**src/rtl/button_debouncer_pkg.sv**
```systemverilog
// Shared definitions for the button debouncer: the per-channel FSM state type
// and the default qualification length.
package button_debouncer_pkg;

  localparam int unsigned DEBOUNCE_CYCLES_DEF = 100000;

  typedef enum logic [1:0] {
    IDLE_LOW  = 2'd0,
    WAIT_HIGH = 2'd1,
    IDLE_HIGH = 2'd2,
    WAIT_LOW  = 2'd3
  } db_state_e;

endpackage

```
**src/rtl/debounce_channel.sv**
```systemverilog
// One debounced input: 2-flop synchronizer, qualification FSM with counter,
// registered edge pulses and a sticky press flag.
//
// state     | meaning
// IDLE_LOW  | stable low, synced input also low
// WAIT_HIGH | stable low, synced input high, qualifying
// IDLE_HIGH | stable high, synced input also high
// WAIT_LOW  | stable high, synced input low, qualifying
module debounce_channel
  import button_debouncer_pkg::*;
#(
  parameter int unsigned DEBOUNCE_CYCLES = DEBOUNCE_CYCLES_DEF
) (
  input  logic clk,
  input  logic resetN,
  input  logic raw_i,
  input  logic clear_i,
  output logic stable_o,
  output logic rise_o,
  output logic fall_o,
  output logic latch_o
);

  localparam int unsigned CW = (DEBOUNCE_CYCLES < 2) ? 1 : $clog2(DEBOUNCE_CYCLES);
  // The entry edge consumes the first differing sample, so the last WAIT edge
  // is the one that sees count DEBOUNCE_CYCLES-2 (incremented value = D-1).
  localparam logic [CW-1:0] CNT_LAST = CW'(DEBOUNCE_CYCLES - 2);

  db_state_e       state_q, state_d;
  logic [CW-1:0]   cnt_q, cnt_d;
  logic            sync1_q, sync2_q;
  logic            rise_q, rise_d;
  logic            fall_q, fall_d;
  logic            latch_q, latch_d;

  always_ff @(posedge clk or negedge resetN) begin
    if (!resetN) begin
      sync1_q <= 1'b0;
      sync2_q <= 1'b0;
      state_q <= IDLE_LOW;
      cnt_q   <= '0;
      rise_q  <= 1'b0;
      fall_q  <= 1'b0;
      latch_q <= 1'b0;
    end else begin
      sync1_q <= raw_i;
      sync2_q <= sync1_q;
      state_q <= state_d;
      cnt_q   <= cnt_d;
      rise_q  <= rise_d;
      fall_q  <= fall_d;
      latch_q <= latch_d;
    end
  end

  always_comb begin
    state_d = state_q;
    cnt_d   = cnt_q;
    rise_d  = 1'b0;
    fall_d  = 1'b0;
    case (state_q)
      IDLE_LOW: begin
        cnt_d = '0;
        if (sync2_q) state_d = WAIT_HIGH;
      end
      WAIT_HIGH: begin
        if (!sync2_q) begin
          state_d = IDLE_LOW;
          cnt_d   = '0;
        end else if (cnt_q == CNT_LAST) begin
          state_d = IDLE_HIGH;
          cnt_d   = '0;
          rise_d  = 1'b1;
        end else begin
          cnt_d = cnt_q + 1'b1;
        end
      end
      IDLE_HIGH: begin
        cnt_d = '0;
        if (!sync2_q) state_d = WAIT_LOW;
      end
      WAIT_LOW: begin
        if (sync2_q) begin
          state_d = IDLE_HIGH;
          cnt_d   = '0;
        end else if (cnt_q == CNT_LAST) begin
          state_d = IDLE_LOW;
          cnt_d   = '0;
          fall_d  = 1'b1;
        end else begin
          cnt_d = cnt_q + 1'b1;
        end
      end
      default: begin
        state_d = IDLE_LOW;
        cnt_d   = '0;
      end
    endcase
    // Set dominates clear when both land on the same edge.
    latch_d = rise_d | (latch_q & ~clear_i);
  end

  assign stable_o = (state_q == IDLE_HIGH) || (state_q == WAIT_LOW);
  assign rise_o   = rise_q;
  assign fall_o   = fall_q;
  assign latch_o  = latch_q;

endmodule

```
**src/rtl/button_debouncer.sv**
```systemverilog
// Multi-channel button debouncer: N_CH independent debounce_channel instances
// sharing one clock and reset.
module button_debouncer
  import button_debouncer_pkg::*;
#(
  parameter int unsigned N_CH            = 4,
  parameter int unsigned DEBOUNCE_CYCLES = DEBOUNCE_CYCLES_DEF
) (
  input  logic            clk,
  input  logic            resetN,
  input  logic [N_CH-1:0] rawIn,
  input  logic [N_CH-1:0] clearMask,
  output logic [N_CH-1:0] stable,
  output logic [N_CH-1:0] risePulse,
  output logic [N_CH-1:0] fallPulse,
  output logic [N_CH-1:0] pressLatched
);

  if (DEBOUNCE_CYCLES < 2) begin : g_bad_cfg
    $error("button_debouncer: DEBOUNCE_CYCLES must be at least 2");
  end

  for (genvar g = 0; g < N_CH; g++) begin : g_ch
    debounce_channel #(
      .DEBOUNCE_CYCLES(DEBOUNCE_CYCLES)
    ) u_ch (
      .clk      (clk),
      .resetN   (resetN),
      .raw_i    (rawIn[g]),
      .clear_i  (clearMask[g]),
      .stable_o (stable[g]),
      .rise_o   (risePulse[g]),
      .fall_o   (fallPulse[g]),
      .latch_o  (pressLatched[g])
    );
  end

endmodule
```
**config.mk**
```make
export PLATFORM = sky130hd
export DESIGN_NAME = button_debouncer
export DESIGN_NICKNAME = d
export VERILOG_FILES = /design/src/rtl/button_debouncer_pkg.sv /design/src/rtl/debounce_channel.sv /design/src/rtl/button_debouncer.sv
export SDC_FILE = /design/constraint.sdc
export NUM_CORES = 1
export LEC_CHECK = 0
export CORE_ASPECT_RATIO = 1.1
export CORE_MARGIN = 5
export CORE_UTILIZATION = 60
export DETAILED_ROUTE_END_ITERATION = 6
export PLACE_DENSITY = 0.77
export SYNTH_ARGS = -nofsm -noshare
export SYNTH_HDL_FRONTEND = slang
export SYNTH_SLANG_ARGS = --single-unit
```
**constraint.sdc**
```tcl
create_clock -name clk -period 3.4 [get_ports clk]
set_input_delay 0.85 -clock clk [delete_from_list [all_inputs] [get_ports clk]]
set_output_delay 0.85 -clock clk [all_outputs]
set_load 0.02 [all_outputs]
```
---- After elaboration in Yosys (flattened, before gate mapping) ----
Cells that the tools add are included.
cells by class
  reductions and logical operators ........ 16
  add/subtract/negate cells ............... 4
  muxes and demuxes ....................... 64
  equal/unequal tests ..................... 32
  bitwise gates (word level) .............. 12
operators with widths
  kind                                                             number
  17-bit two-way mux                                               12
  17-bit one-hot mux with 3 select lines                           4
  17-bit by 1-bit adder with 17-bit output, second input constant  4
  17-bit == test, second input constant                            4
  2-bit two-way mux                                                24
  2-bit one-hot mux with 4 select lines                            4
  1-bit two-way mux                                                20
  2-bit == test, second input constant                             8
  4-bit AND reduction                                              4
  3-bit by 1-bit != test with 1-bit output, second input constant  4
  3-bit != test, second input constant                             4
  2-bit by 1-bit == test with 1-bit output, second input constant  4
  2-bit logical NOT                                                4
  2-bit by 1-bit != test with 1-bit output, second input constant  4
  2-bit != test, second input constant                             4
  2-bit OR reduction                                               4
  1-bit bitwise AND                                                4
  1-bit logical OR                                                 4
  1-bit inverter                                                   4
  1-bit OR                                                         4
word-level totals
  bits in registers ....................... 96
  output and inout port bits .............. 16
  word-level logic and storage cells ...... 156

---- Longest topological paths before layout ----
Gate-level depths: netlist of run 1.
  word-level depth ........................ 5
  depth in mapped cells ................... 7

---- Modules after synthesis ----
A second synthesis of run 1 with hierarchy kept.
unflattened totals
  cells, all modules ...................... 431
  area, all modules ....................... 4523.1 µm²
modules (own cells, without submodules)
  module                               cells each  area each (µm²)  seq. area each (µm²)  instances
  debounce_channel (g_ch[0].u_ch ...)  108         1123.6           600.6                 3
  debounce_channel (g_ch[3].u_ch)      107         1152.4           600.6                 1

---- Worst setup path before layout of run 1 ----
OpenSTA, ideal clock, no wires.
  path kind ............................... flip-flop to flip-flop
  start ................................... register g_ch[1].u_ch.cnt_q[13]
  end ..................................... register with a tool-made name
  clock period less this slack ............ 2.254 ns
  path slack .............................. 1.146 ns
  cell stages (with the launch flop) ...... 5
  path buffers ............................ 0
  arrival time ............................ 2.129 ns
  cell sequence ........................... dfrtp_1 -> or4_1 -> or4_1 -> or4b_4 -> mux2_4
RTL lines
  element                   RTL line                source
  start: declaration        debounce_channel.sv:30  logic [CW-1:0] cnt_q, cnt_d;
  start signal: assignment  debounce_channel.sv:49  cnt_q <= cnt_d;

---- Worst setup path in the final report of run 1 ----
  start ................................... register g_ch[1].u_ch.cnt_q[13]
  end ..................................... register g_ch[1].u_ch.cnt_q[4]
between the ends
  cells in the longest elaborated chain, start to end .. 4
ends and longest elaborated chain
  element                                   RTL line                                        source
  17-bit == test *                          debounce_channel.sv:70, debounce_channel.sv:86
  17-bit two-way mux *                      debounce_channel.sv:70, debounce_channel.sv:86
  17-bit two-way mux (on tied branches)     debounce_channel.sv:83, debounce_channel.sv:67
  17-bit one-hot mux with 3 select lines *  debounce_channel.sv:61                          case (state_q)
  via g_ch[1].u_ch.cnt_d[4]                 debounce_channel.sv:30
Mark *: on every way through the listed nets, which the timed path passes. The rest lies on a longest branch.
A chain may end at the register's enable or synchronous reset.

==> results of run 1 <==
logic make-up (layout without fill, tap and decap cells):
group	count (synthesis)	in the layout	share of synthesized area, %
and+or+nand+nor	215	215	25.0
DFF	96	96	52.6
AOI/OAI and AO/OA	18	18	2.74
muxes	5	5	1.29
buffers and inverters	46	56	5.12
adders and majority gates	8	8	2.19
xor gates and xnor gates	58	58	11.1
per-layer routing:
layer,global-route usage (%),part of all wire [%],vias up,wire [um]
li1,-,-,1547,-
met2,29.3,48,66,3850
met5,0,0,-,0
met1,26.5,47,1537,3820
met4,5.98,0.99,0,80
met3,4.53,4.3,10,349
state kept, by name (all words and copies together) (netlist names), named ones only:
signal             flops
g_ch.u_ch.cnt_q       68
g_ch.u_ch.rise_o       4
g_ch.u_ch.state_q      4
g_ch.u_ch.fall_o       4
g_ch.u_ch.sync1_q      4
g_ch.u_ch.sync2_q      4
g_ch.u_ch.latch_o      4
layout make-up:
class	instances	area, um2	share of cell area [%]
Clock inverter	6	67.6	1.36
Inverter	11	41.3	0.831
Sequential cell	96	2400	48.3
Timing Repair Buffer	30	285	5.74
Clock buffer	9	124	2.49
Multi-Input combinational cell	304	1940	39.1
Tap cell	87	109	2.19
layout by cell type (no fill, tap or decap), types with 4 or more instances in the layout:
cell | netlist | routed
and2_1 | 5 | 5
and3_1 | 7 | 7
ha_1 | 8 | 8
nor3b_1 | 5 | 5
inv_1 | 11 | 11
nor4_1 | 16 | 16
clkbuf_8 | 0 | 9
nand2_1 | 17 | 17
or3_1 | 4 | 4
xnor2_1 | 31 | 31
or4_1 | 6 | 6
clkdlybuf4s50_1 | 0 | 24
and4_1 | 5 | 5
nand3_1 | 25 | 25
buf_4 | 16 | 6
a21oi_1 | 5 | 5
nor2_1 | 75 | 75
o22ai_1 | 4 | 4
dfrtp_1 | 96 | 96
xor2_1 | 27 | 27
nand2b_1 | 4 | 4
nor3_1 | 7 | 7
nand4_1 | 27 | 27
power breakdown:
part           internal (mW)  total, mW  switching [mW]
clock network          0.340      0.737           0.397
registers               1.15       1.16          0.0109
logic                 0.0213     0.0646          0.0432
final timing paths:
| kind | startpoint | end | slack [ps] | depth (start not counted) |
|---|---|---|---|---|
| hold reg to reg | g_ch[1].u_ch.sync1_q$_DFF_PN0_ | g_ch[1].u_ch.sync2_q$_DFF_PN0_ | 360 | 0 |
| min in group asynchronous | resetN | g_ch[2].u_ch.cnt_q[16]$_DFF_PN0_ | 490 | 1 |
| setup / recovery | g_ch[1].u_ch.cnt_q[13]$_DFF_PN0_ | g_ch[1].u_ch.cnt_q[4]$_DFF_PN0_ | 1030 | 5 |
| max in group asynchronous | resetN | g_ch[3].u_ch.sync2_q$_DFF_PN0_ | 2150 | 2 |
| setup reg to reg | g_ch[1].u_ch.cnt_q[13]$_DFF_PN0_ | g_ch[1].u_ch.cnt_q[4]$_DFF_PN0_ | 1030 | 5 |
| hold / removal | g_ch[1].u_ch.sync1_q$_DFF_PN0_ | g_ch[1].u_ch.sync2_q$_DFF_PN0_ | 360 | 0 |
through the flow:
stage / utilization (%) / setup WS (ps) / instances / hold slack, ps
global placement: 64.3 / 1110 / 528 / 333
global route: 66.9 / 874 / 543 / 364
detailed placement: 64.3 / 1050 / 528 / 337
finish: 66.9 / 1030 / 543 / 355
floorplan: - / 1150 / 446 / 331
CTS: 66.9 / 1040 / 543 / 358
==> results.md, run 1 <==
- Worst path bufs/invs: 1
- Most common cell in the synthesized netlist: dfrtp_1
- Crit Path Max Fanout: 10
- Cts repair resizes: 0
- CP Class: reg2reg
- Post-synth cell types: 41
- Tmin final: ~2400 ps
- Die Height: 102 um
- Crit path max-delay family: simple AND/OR/NAND/NOR gates
- Synth top cells by count: dfrtp_1, nor2_1, xnor2_1
- Cells after synthesis: 446
- Die X-Extent: a little over 90 um
- #FFs+latches synth: between 90 and 100
- Number of core rows: 33
- Pin count of the biggest net entering global routing: 51
- CP Data Required Time: about 3600 ps
- Peak supply drop: 0.000221 V
- Setup TNS Final: 0 ps
- Dominant cell type by area after synthesis: dfrtp_1
- Main synth FF type: dfrtp_1
- Clock Tree Buf Depth: 2
- Relative slew margins: 56.4%
- # IOs: 26
- Nets@finish: 470
- Period utilization: between 60% and 70%
- Post-synth EDFFs: 0
- TritonRoute pass-1 iters: 4
- Core area: 7430 um2
- Inserted Clock Buffers: 9
- Clock root buffer: clkbuf_8
- # Max-Cap Violations: 0
- Fmax achieved: 0.423 GHz
- Post-route DRC: 0
- Min-delay worst type: reg2reg
- Setup repair bufs after CTS: 0
- Fin area: between 4000 and 5000 um2
- Vias in the first global route: 2972
- Crit path largest cell delay: 550 ps
- Leakage power: 1.99 nW
- Status: finished, final reports clean
- Die footprint: 9470 um2
- Yosys warns: 0
- Slowest CP cell: o311ai_2
- Design Power: 1.96 mW
- IO Port Bufs: 25
- # fillers: about 560
- P per Cell Area: roughly 400 nW/um2
- WL/cell: 14.9 um
- Routed Antenna Nets: 0
- Fin. max-slew vios: 0
- Top cell by count, worst path: or4_1
- Final hold viol count: 0
- Placement Cell Area: roughly 4800 um2
- Skew final: 21.8 ps
- Grt ovf: 0
- Worst-path cell chain: or4_1 -> or4_1 -> o311ai_2 -> buf_4 -> nor2_1
- Clk slew on worst S/H paths: roughly 90 ps
- Least-Margin Pin Slew: roughly 650 ps
- Setup violators final: 0
- RePlAce Congestion: around 0.87
- Ranking of synthesized cells by area: dfrtp_1, nor2_1, xnor2_1, xor2_1, nand4_1
- Synth Net Count: 464
- Hold-fix buffers, CTS: 0
- Antenna Cells: 0
- Clock latency on the worst-skew pair: 360 ps
- Detailed Place HPWL: 5.60 mm
- First-pass GRT wire length: 14.2 mm
- Type of destination of the critical path: flop
- Vias post-DR: 3160
- H-tree levels: 3
- Initial core utilization: a little over 60%
- Initial antenna violation count: 0
- Layout cells sized above 1: 6.14%
- Clock Sinks: 96
- Synth top area share: 52.6%
- Post-synthesis sequential area ratio: 52.6%
- Mean Syn Cell Area: between 10 and 15 um2
- Critical Path Start Type: flop
- Cell Area, Synth: roughly 4600 um2
- Worst Path Arrival: 2600 ps
- CTS tree: yes
- DRT iter0 DRCs: 150
- Total track usage: 18.8%
- Area Growth Syn to Fin: 8.76%
- WL final: 8.10 mm
- RSZ-0062 raised after global routing: no
- Routed vias/inst: 5.82
- FFs w/ async S/R, synth: 100%
Power figures use the tool's default switching activity.
==> inputs of run 2 (changes only) <==
CORE_UTILIZATION = 59   (was 60)
PLACE_DENSITY = 0.76   (was 0.77)
clock period = 2.3 ns   (was 3.4 ns; I/O delays follow)
==> results.md, run 2 (same netlist as run 1, synthesis figures left out) <==
- Post-route DRC: 0 (unchanged)
- WL final: 8.51 mm (+5.1%)
- Die footprint: 9610 um2 (+1.5%)
- Setup TNS Final: 0 ps (unchanged)
- Final hold viol count: 0 (unchanged)
- Total track usage: 19.5% (+0.65 points)
- Antenna Cells: 0 (unchanged)
- Number of core rows: 33 (unchanged)
- Worst Path Arrival: 2500 ps (-100 ps)
- RSZ-0062 raised after global routing: yes
- Non-Filler Instances: 574 (+5.7%)
- Layout cells sized above 1: 9.17% (+3.0 points)
- Hold Slack: 110 ps (-245 ps)
- Leakage power: 2.05 nW (+3.3%)
- Die Height: 102 um (+0.76%)
- Peak supply drop: 0.000295 V (+33%)
- Design Power: 2.87 mW (+46%)
- Routed Antenna Nets: 0 (unchanged)
- Vias in the first global route: 3215 (+8.2%)
- Clock Sinks: 96 (unchanged)
- WL/cell: 14.8 um (-0.56%)
- Type of destination of the critical path: flop
- TritonRoute pass-1 iters: 4 (unchanged)
- IO Port Bufs: 25 (unchanged)
- Commonest non-fill, non-tap cells in the layout: dfrtp_1, nor2_1, xnor2_1, nand4_1, xor2_1
- CP Data Required Time: 2540 ps (-1100 ps)
- Clk slew on worst S/H paths: 100 ps (about the same)
- Clock root buffer: clkbuf_8
- Period utilization: 98.1% (+29 points)
- Skew final: 21.9 ps (+0.0269 ps)
- Crit Path Max Fanout: 3 (-7)
- Placed instance count: 557 (+5.5%)
- Routed vias/inst: 5.63 (-3.2%)
- Area Growth Syn to Fin: 11.6%
- Least-Margin Pin Slew: 425 ps (-228 ps)
- Detailed Place HPWL: 5.87 mm (+4.8%)
- Max reg flops: 68 (unchanged)
- CTS tree: yes
- Status: finished, final reports clean
- Fin. max-slew vios: 0 (unchanged)
- Inserted Clock Buffers: 9 (unchanged)
- Initial antenna violation count: 0 (unchanged)
- Initial core utilization: 60.8% (-0.68 points)
- H-tree levels: 3 (unchanged)
- # Max-Cap Violations: 0 (unchanged)
- Clock Tree Buf Depth: 2 (unchanged)
- Register with the most flip-flops: g_ch.u_ch.cnt_q
- DRT iter0 DRCs: 107 (-29%)
- CP Class: reg2reg
- Relative slew margins: 71.6% (+15 points)
- Pin count of the biggest net entering global routing: 48 (-5.9%)
- Reg2reg setup slack: 40 ps (-990 ps)
- Critical Path Start Type: flop
- Clock latency on the worst-skew pair: 360 ps (about the same)
- Min-delay worst type: in2async
- Vias post-DR: 3233 (+2.3%)
- Fmax achieved: 0.443 GHz (+4.8%)
- Commonest non-fill, non-tap cell in the layout: dfrtp_1
- First-pass GRT wire length: 14.9 mm (+5.4%)
- Core area: 7510 um2 (+1.1%)
- Die X-Extent: 93.9 um (+0.76%)
- P per Cell Area: 563 nW/um2 (+42%)
- # IOs: 26 (unchanged)
- Setup violators final: 0 (unchanged)
- Nets@finish: 482 (+2.6%)
- Grt ovf: 0 (unchanged)
- Tmin final: 2260 ps (-109 ps)
- RePlAce Congestion: 0.880 (+0.73%)
-- run 2: worst max-delay path: stages, from the launching register on --
cell and delay, ps:
dfrtp_1 380, or4_1 520, or4_4 430, or4b_4 510, mux2_4 310
-- run 2: through the flow --
step / setup slack, ps / utilization, % / cell area (um2)
2_1_floorplan: 45.8 / - / 4570
3_3_place_gp: 66.9 / 65.2 / 4900
3_5_place_dp: 53.8 / 65.2 / 4900
4_1_cts: 28.2 / 67.7 / 5080
5_1_grt: -16.2 / 67.9 / 5100
6_report: 43.9 / 67.9 / 5100
-- run 2: area by class of cell --
| type | instances | area, um2 |
|---|---|---|
| fill | 579 | 2410 |
| tap | 105 | 131 |
| inverter | 11 | 41.3 |
| clock inverter | 6 | 50.0 |
| multi-input combinational | 304 | 1950 |
| clock buffer | 10 | 138 |
| sequential | 96 | 2400 |
| timing repair buffer | 42 | 388 |
-- run 2: final timing paths --
path                                                       start                                to  cells past startpoint
min in group clk                  g_ch[1].u_ch.sync1_q$_DFF_PN0_    g_ch[1].u_ch.sync2_q$_DFF_PN0_                      0
worst min register to register    g_ch[1].u_ch.sync1_q$_DFF_PN0_    g_ch[1].u_ch.sync2_q$_DFF_PN0_                      0
worst max register to register  g_ch[1].u_ch.cnt_q[13]$_DFF_PN0_                              flop                      4
max in group asynchronous                                 resetN   g_ch[1].u_ch.cnt_q[8]$_DFF_PN0_                      2
worst min-delay path                                      resetN  g_ch[2].u_ch.cnt_q[12]$_DFF_PN0_                      1
worst max-delay path            g_ch[1].u_ch.cnt_q[13]$_DFF_PN0_                              flop                      4
-- run 2: timing repair --
action | CTS | global route
gates resized for setup | 0 | 2
setup endpoints to repair | 0 | 2
setup buffers | 0 | 1
hold buffers | 0 | 0
-- run 2: per-layer routing --
metal / routed length, um / GRT usage, % / up-vias
met1: 3910 / 26.6 / 1590
met4: 97 / 6.89 / 0
li1: - / - / 1573
met5: 0 / 0 / -
met3: 372 / 3.98 / 9
met2: 4130 / 31.2 / 61
-- run 2: power by group --
| part | switching [mW] | internal [mW] | total [mW] |
|---|---|---|---|
| combinational | 0.0688 | 0.0381 | 0.107 |
| sequential | 0.0148 | 1.70 | 1.72 |
| clock | 0.609 | 0.436 | 1.05 |
| total | 0.693 | 2.18 | 2.87 |
==> patch 1, RTL diff (settings of run 1) <==
Change the package constant `DEBOUNCE_CYCLES_DEF` from 100000 to 400000.
--- a/src/rtl/button_debouncer_pkg.sv
+++ b/src/rtl/button_debouncer_pkg.sv
@@ -2,7 +2,7 @@
 // and the default qualification length.
 package button_debouncer_pkg;
 
-  localparam int unsigned DEBOUNCE_CYCLES_DEF = 100000;
+  localparam int unsigned DEBOUNCE_CYCLES_DEF = 400000;
 
   typedef enum logic [1:0] {
     IDLE_LOW  = 2'd0,
Check against the original RTL: same outputs for any inputs over 10 cycles, from zero or initial values and one cycle with resetN low; that may be too few to reach the edited logic, so the function may still have changed.
==> patch 1 against run 1 <==
- critical path depth shrank 1
- total power up 9.9%
- area after synthesis is 9.4% higher
- global-route usage fell by 0.47 points
- sequential cell count is 8 higher
- setup slack worse by 120 ps
- cell count increased by 14%
- wire length increased by 9.2%
- design area increased by 9.6%
- critical path type unchanged
- largest cell class unchanged
==> patch 1: results (changes against run 1) <==
Global routing
  • GR Layer Usage met2: 30.13% (+0.88 points)
  • Total GRT Usage: 18.37% (-0.47 points)
  • Met1 usage: 24.60% (-1.9 points)
  • Vias in the first global route: 3477 (+17%)
  • Met3 usage: 2.912% (-1.6 points)
  • First-pass GRT wire length: 15.67 mm (+11%)
  • Largest net degree at the start of global routing: 58 (+14%)

Pwr
  • Largest vdd supply drop: 199.6 uV (-9.7%)
  • P_sw: 0.0004746 W (+5.2%)
  • Static Leak: 2.097 nW (+5.6%)
  • Sequential share of power: 58.3% (-0.9 points)
  • Sw frac: 21.98% (-0.97 points)

Route
  • Wirelength per Cell: 14.31 um (-4.0%)
  • Met1 WL: 3.966 mm (+3.9%)
  • First-pass iteration count of the detailed router: 4 (unchanged)
  • Initial drt markers: 133 (-11%)
  • Via-per-instance ratio: 5.707 (-1.9%)
  • Met3 WL: 368 um (+5.4%)
  • Metal2 WL: 4.346 mm (+13%)

Synthesis
  • Mapped Nets: 513 (+11%)
  • Cells after synthesis: 495 (+11%)
  • Synth cell count leaders: dfrtp_1, nor2_1, xnor2_1
  • Seq/Total Area, Yosys: 52.03% (-0.53 points)
  • Synth top area cells: dfrtp_1, xnor2_1, nor2_1

Worst setup path
  • WP data arrival: 2710 ps (+110 ps)
  • Critical Path Fanout Max: 18 (+8)
  • Worst Setup Start Kind: flop
  • Max stage delay on crit path: 640 ps (+90 ps)
  • CP max-delay cell: or4b_2

Placement
  • GPL Wtd Cong: 0.8211 (-6.1%)
  • Area after DPL: 5229 sq um (+9.4%)
  • Post-DP HPWL: 6.068 mm (+8.3%)
  • IO buf count: 25 (unchanged)
  • Pre-CTS WS: 914.3 ps (-135.8 ps)
  • Placed cell count: 602 (+14%)

Clock tree
  • Num CTS Buffers: 9 (unchanged)

STA
  • Skew final: 9.355 ps (-12.47 ps)
  • Slew @ Worst Pin: 793.2 ps (+140.5 ps)

Layout
  • Ratio of cells with drive above 1 in the final layout: 7.101% (+0.96 points)
  • Final nets: 520 (+11%)
  • Final Instance Count excl. Fillers: 618 (+14%)

Outcome
  • Status: completed
==> patch 1: path summary, 6_finish.rpt <==
| path | end | slack (ps) | startpoint | depth (start not counted) |
|---|---|---|---|---|
| setup / recovery | g_ch[1].u_ch.cnt_q[5]$_DFF_PN0_ | 910 | g_ch[1].u_ch.cnt_q[7]$_DFF_PN0_ | 4 |
| hold / removal | g_ch[3].u_ch.sync2_q$_DFF_PN0_ | 360 | g_ch[3].u_ch.sync1_q$_DFF_PN0_ | 0 |
| setup reg to reg | g_ch[1].u_ch.cnt_q[5]$_DFF_PN0_ | 910 | g_ch[1].u_ch.cnt_q[7]$_DFF_PN0_ | 4 |
| hold reg to reg | g_ch[3].u_ch.sync2_q$_DFF_PN0_ | 360 | g_ch[3].u_ch.sync1_q$_DFF_PN0_ | 0 |
| max in group asynchronous | g_ch[3].u_ch.cnt_q[17]$_DFF_PN0_ | 2230 | resetN | 2 |
| min in group asynchronous | g_ch[1].u_ch.cnt_q[18]$_DFF_PN0_ | 480 | resetN | 1 |
==> patch 1: logic make-up (layout without fill, tap and decap cells) <==
family          count (synthesis)  after routing  share of synthesized area [%]
xor+xnor                       61             61                          10.68
buf+inv                        52             64                          5.253
compound gates                 29             29                          4.052
fa+ha+maj                       8              8                          2.001
flops                         104            104                          52.03
simple gates                  236            236                          24.81
mux                             5              5                          1.175
==> patch 1: worst reg2reg max path, stage by stage (launching register included) <==
cell	delay (ps)
dfrtp_1	460
or4b_2	640
or4_1	530
o21ai_2	590
nor2_1	120
==> patch 1: cell type report <==
type | count | area, sq um
Clock buffer | 9 | 123.9
Timing Repair Buffer | 26 | 267.8
Fill cell | 624 | 2829
Multi-Input combinational cell | 339 | 2137
Sequential cell | 104 | 2603
Inverter | 22 | 82.58
Tap cell | 111 | 138.9
Clock inverter | 7 | 95.09
==> patch 2, RTL diff (settings of run 1) <==
Without the edit above. Register the inputs `rawIn` and `clearMask` before use. The logic sees them one clock later.
--- a/src/rtl/button_debouncer.sv
+++ b/src/rtl/button_debouncer.sv
@@ -16,6 +16,14 @@
   output logic [N_CH-1:0] pressLatched
 );
 
+  logic [N_CH-1:0] rawIn_q;
+  logic [N_CH-1:0] clearMask_q;
+
+  always_ff @(posedge clk) begin
+      rawIn_q     <= rawIn;
+      clearMask_q <= clearMask;
+  end
+
   if (DEBOUNCE_CYCLES < 2) begin : g_bad_cfg
     $error("button_debouncer: DEBOUNCE_CYCLES must be at least 2");
   end
@@ -26,8 +34,8 @@
     ) u_ch (
       .clk      (clk),
       .resetN   (resetN),
-      .raw_i    (rawIn[g]),
-      .clear_i  (clearMask[g]),
+      .raw_i    (rawIn_q[g]),
+      .clear_i  (clearMask_q[g]),
       .stable_o (stable[g]),
       .rise_o   (risePulse[g]),
       .fall_o   (fallPulse[g]),
Check against the original RTL: no difference found for any inputs over 10 cycles, from zero or initial values and one cycle with resetN low; that may be too few to reach the edited logic, so the function may still have changed.
==> patch 2 against run 1 <==
- sequential cell count is 8 higher
- total power increased by 3.5%
- combinational power fell by 3%
- maximum frequency rose by 3.4%
- design area up 3.7%
- wire length decreased by 1.8%
- setup slack improved by 78 ps
- area after synthesis increased by 4.4%
- critical path type is now flop to output port
==> patch 2: results (changes against run 1) <==
Synthesis
  • Cells after synthesis: 455 (+2.0%)
  • Synth cell count leaders: dfrtp_1, nor2_1, xnor2_1
  • Mapped Nets: 473 (+1.9%)
  • Seq/Total Area, Yosys: 53.73% (+1.2 points)

STA
  • Skew final: 9.349 ps (-12.48 ps)
  • Max-Slew Margin vs Limit: 51.53% (-4.8 points)

Worst setup path
  • Delay-heaviest family, CP: buffers and inverters
  • Max stage delay on crit path: 640 ps (+90 ps)
  • CP max-delay cell: clkdlybuf4s50_1
  • WP data arrival: 1440 ps (-1160 ps)

Pwr
  • Largest vdd supply drop: 222.6 uV (+0.66%)
  • Static Leak: 2.005 nW (+0.91%)

Global routing
  • First-pass GRT wire length: 14.23 mm (+0.49%)
  • Vias in the first global route: 3069 (+3.3%)
  • Total GRT Usage: 17.86% (-0.97 points)
  • Largest net degree at the start of global routing: 53 (+3.9%)

Placement
  • Placed cell count: 558 (+5.7%)
  • Post-DP HPWL: 5.475 mm (-2.3%)
  • Pre-CTS WS: 1320 ps (+269.6 ps)
  • GPL Wtd Cong: 0.8811 (+0.81%)

Layout
  • Ratio of cells with drive above 1 in the final layout: 7.296% (+1.2 points)
  • Final nets: 479 (+1.9%)

Route
  • Via count: 3178 (+0.57%)
  • Initial drt markers: 116 (-23%)
  • Final wirelength: 7.955 mm (-1.8%)
  • Via-per-instance ratio: 5.537 (-4.9%)

Outcome
  • Status: completed
patch 2: logic make-up after synthesis:
logic type / synth area share [%]
compound gates: 2.755
flops: 53.72
mux: 1.102
simple gates: 24.19
xor+xnor: 10.65
fa+ha+maj: 2.099
buf+inv: 5.483
patch 2: per-stage QoR:
| step | cell area [sq um] | hold slack (ps) |
|---|---|---|
| global route | 5154 | 347.8 |
| floorplan | 4770 | 316.3 |
| global placement | 4975 | 317.9 |
| finish | 5154 | 334.1 |
| CTS | 5154 | 335.2 |
| detailed placement | 4975 | 320.2 |
patch 2: power by group:
part | switching, W | internal (W) | total (W) | leakage, nW
Sequential | 0.0000125 | 0.00125 | 0.00126 | 1.38
Clock | 0.000428 | 0.000279 | 0.000707 | 0.0931
Combinational | 0.0000423 | 0.0000203 | 0.0000626 | 0.534
Total | 0.000483 | 0.00155 | 0.00203 | 2.00
patch 2: path summary, 6_finish.rpt:
check	startpoint	to	slack, ps	cells after the start
setup reg to reg	g_ch[0].u_ch.cnt_q[0]$_DFF_PN0_	g_ch[0].u_ch.cnt_q[16]$_DFF_PN0_	1270	6
min in group asynchronous	resetN	g_ch[2].u_ch.latch_o$_DFF_PN0_	500	1
hold reg to reg	rawIn_q[0]$_DFF_P_	g_ch[0].u_ch.sync1_q$_DFF_PN0_	330	0
hold / removal	rawIn_q[0]$_DFF_P_	g_ch[0].u_ch.sync1_q$_DFF_PN0_	330	0
setup / recovery	flop	stable[1]	1110	1
max in group asynchronous	resetN	g_ch[2].u_ch.cnt_q[11]$_DFF_PN0_	2230	2
patch 2: metal layers:
metal | global-route usage [%] | part of all wire [%] | up-vias
li1 | - | - | 1558
met1 | 26.24 | 47 | 1552
met2 | 27.00 | 49 | 58
met3 | 2.175 | 3.3 | 10
met4 | 7.010 | 1.6 | 0
met5 | 0 | 0 | -
patch 2: final cells by class:
type | count | share of cell area [%]
Clock inverter | 6 | 0.9954
Timing Repair Buffer | 26 | 5.195
Inverter | 17 | 1.238
Multi-Input combinational cell | 303 | 37.75
Sequential cell | 104 | 49.72
Tap cell | 108 | 2.622
Clock buffer | 10 | 2.476
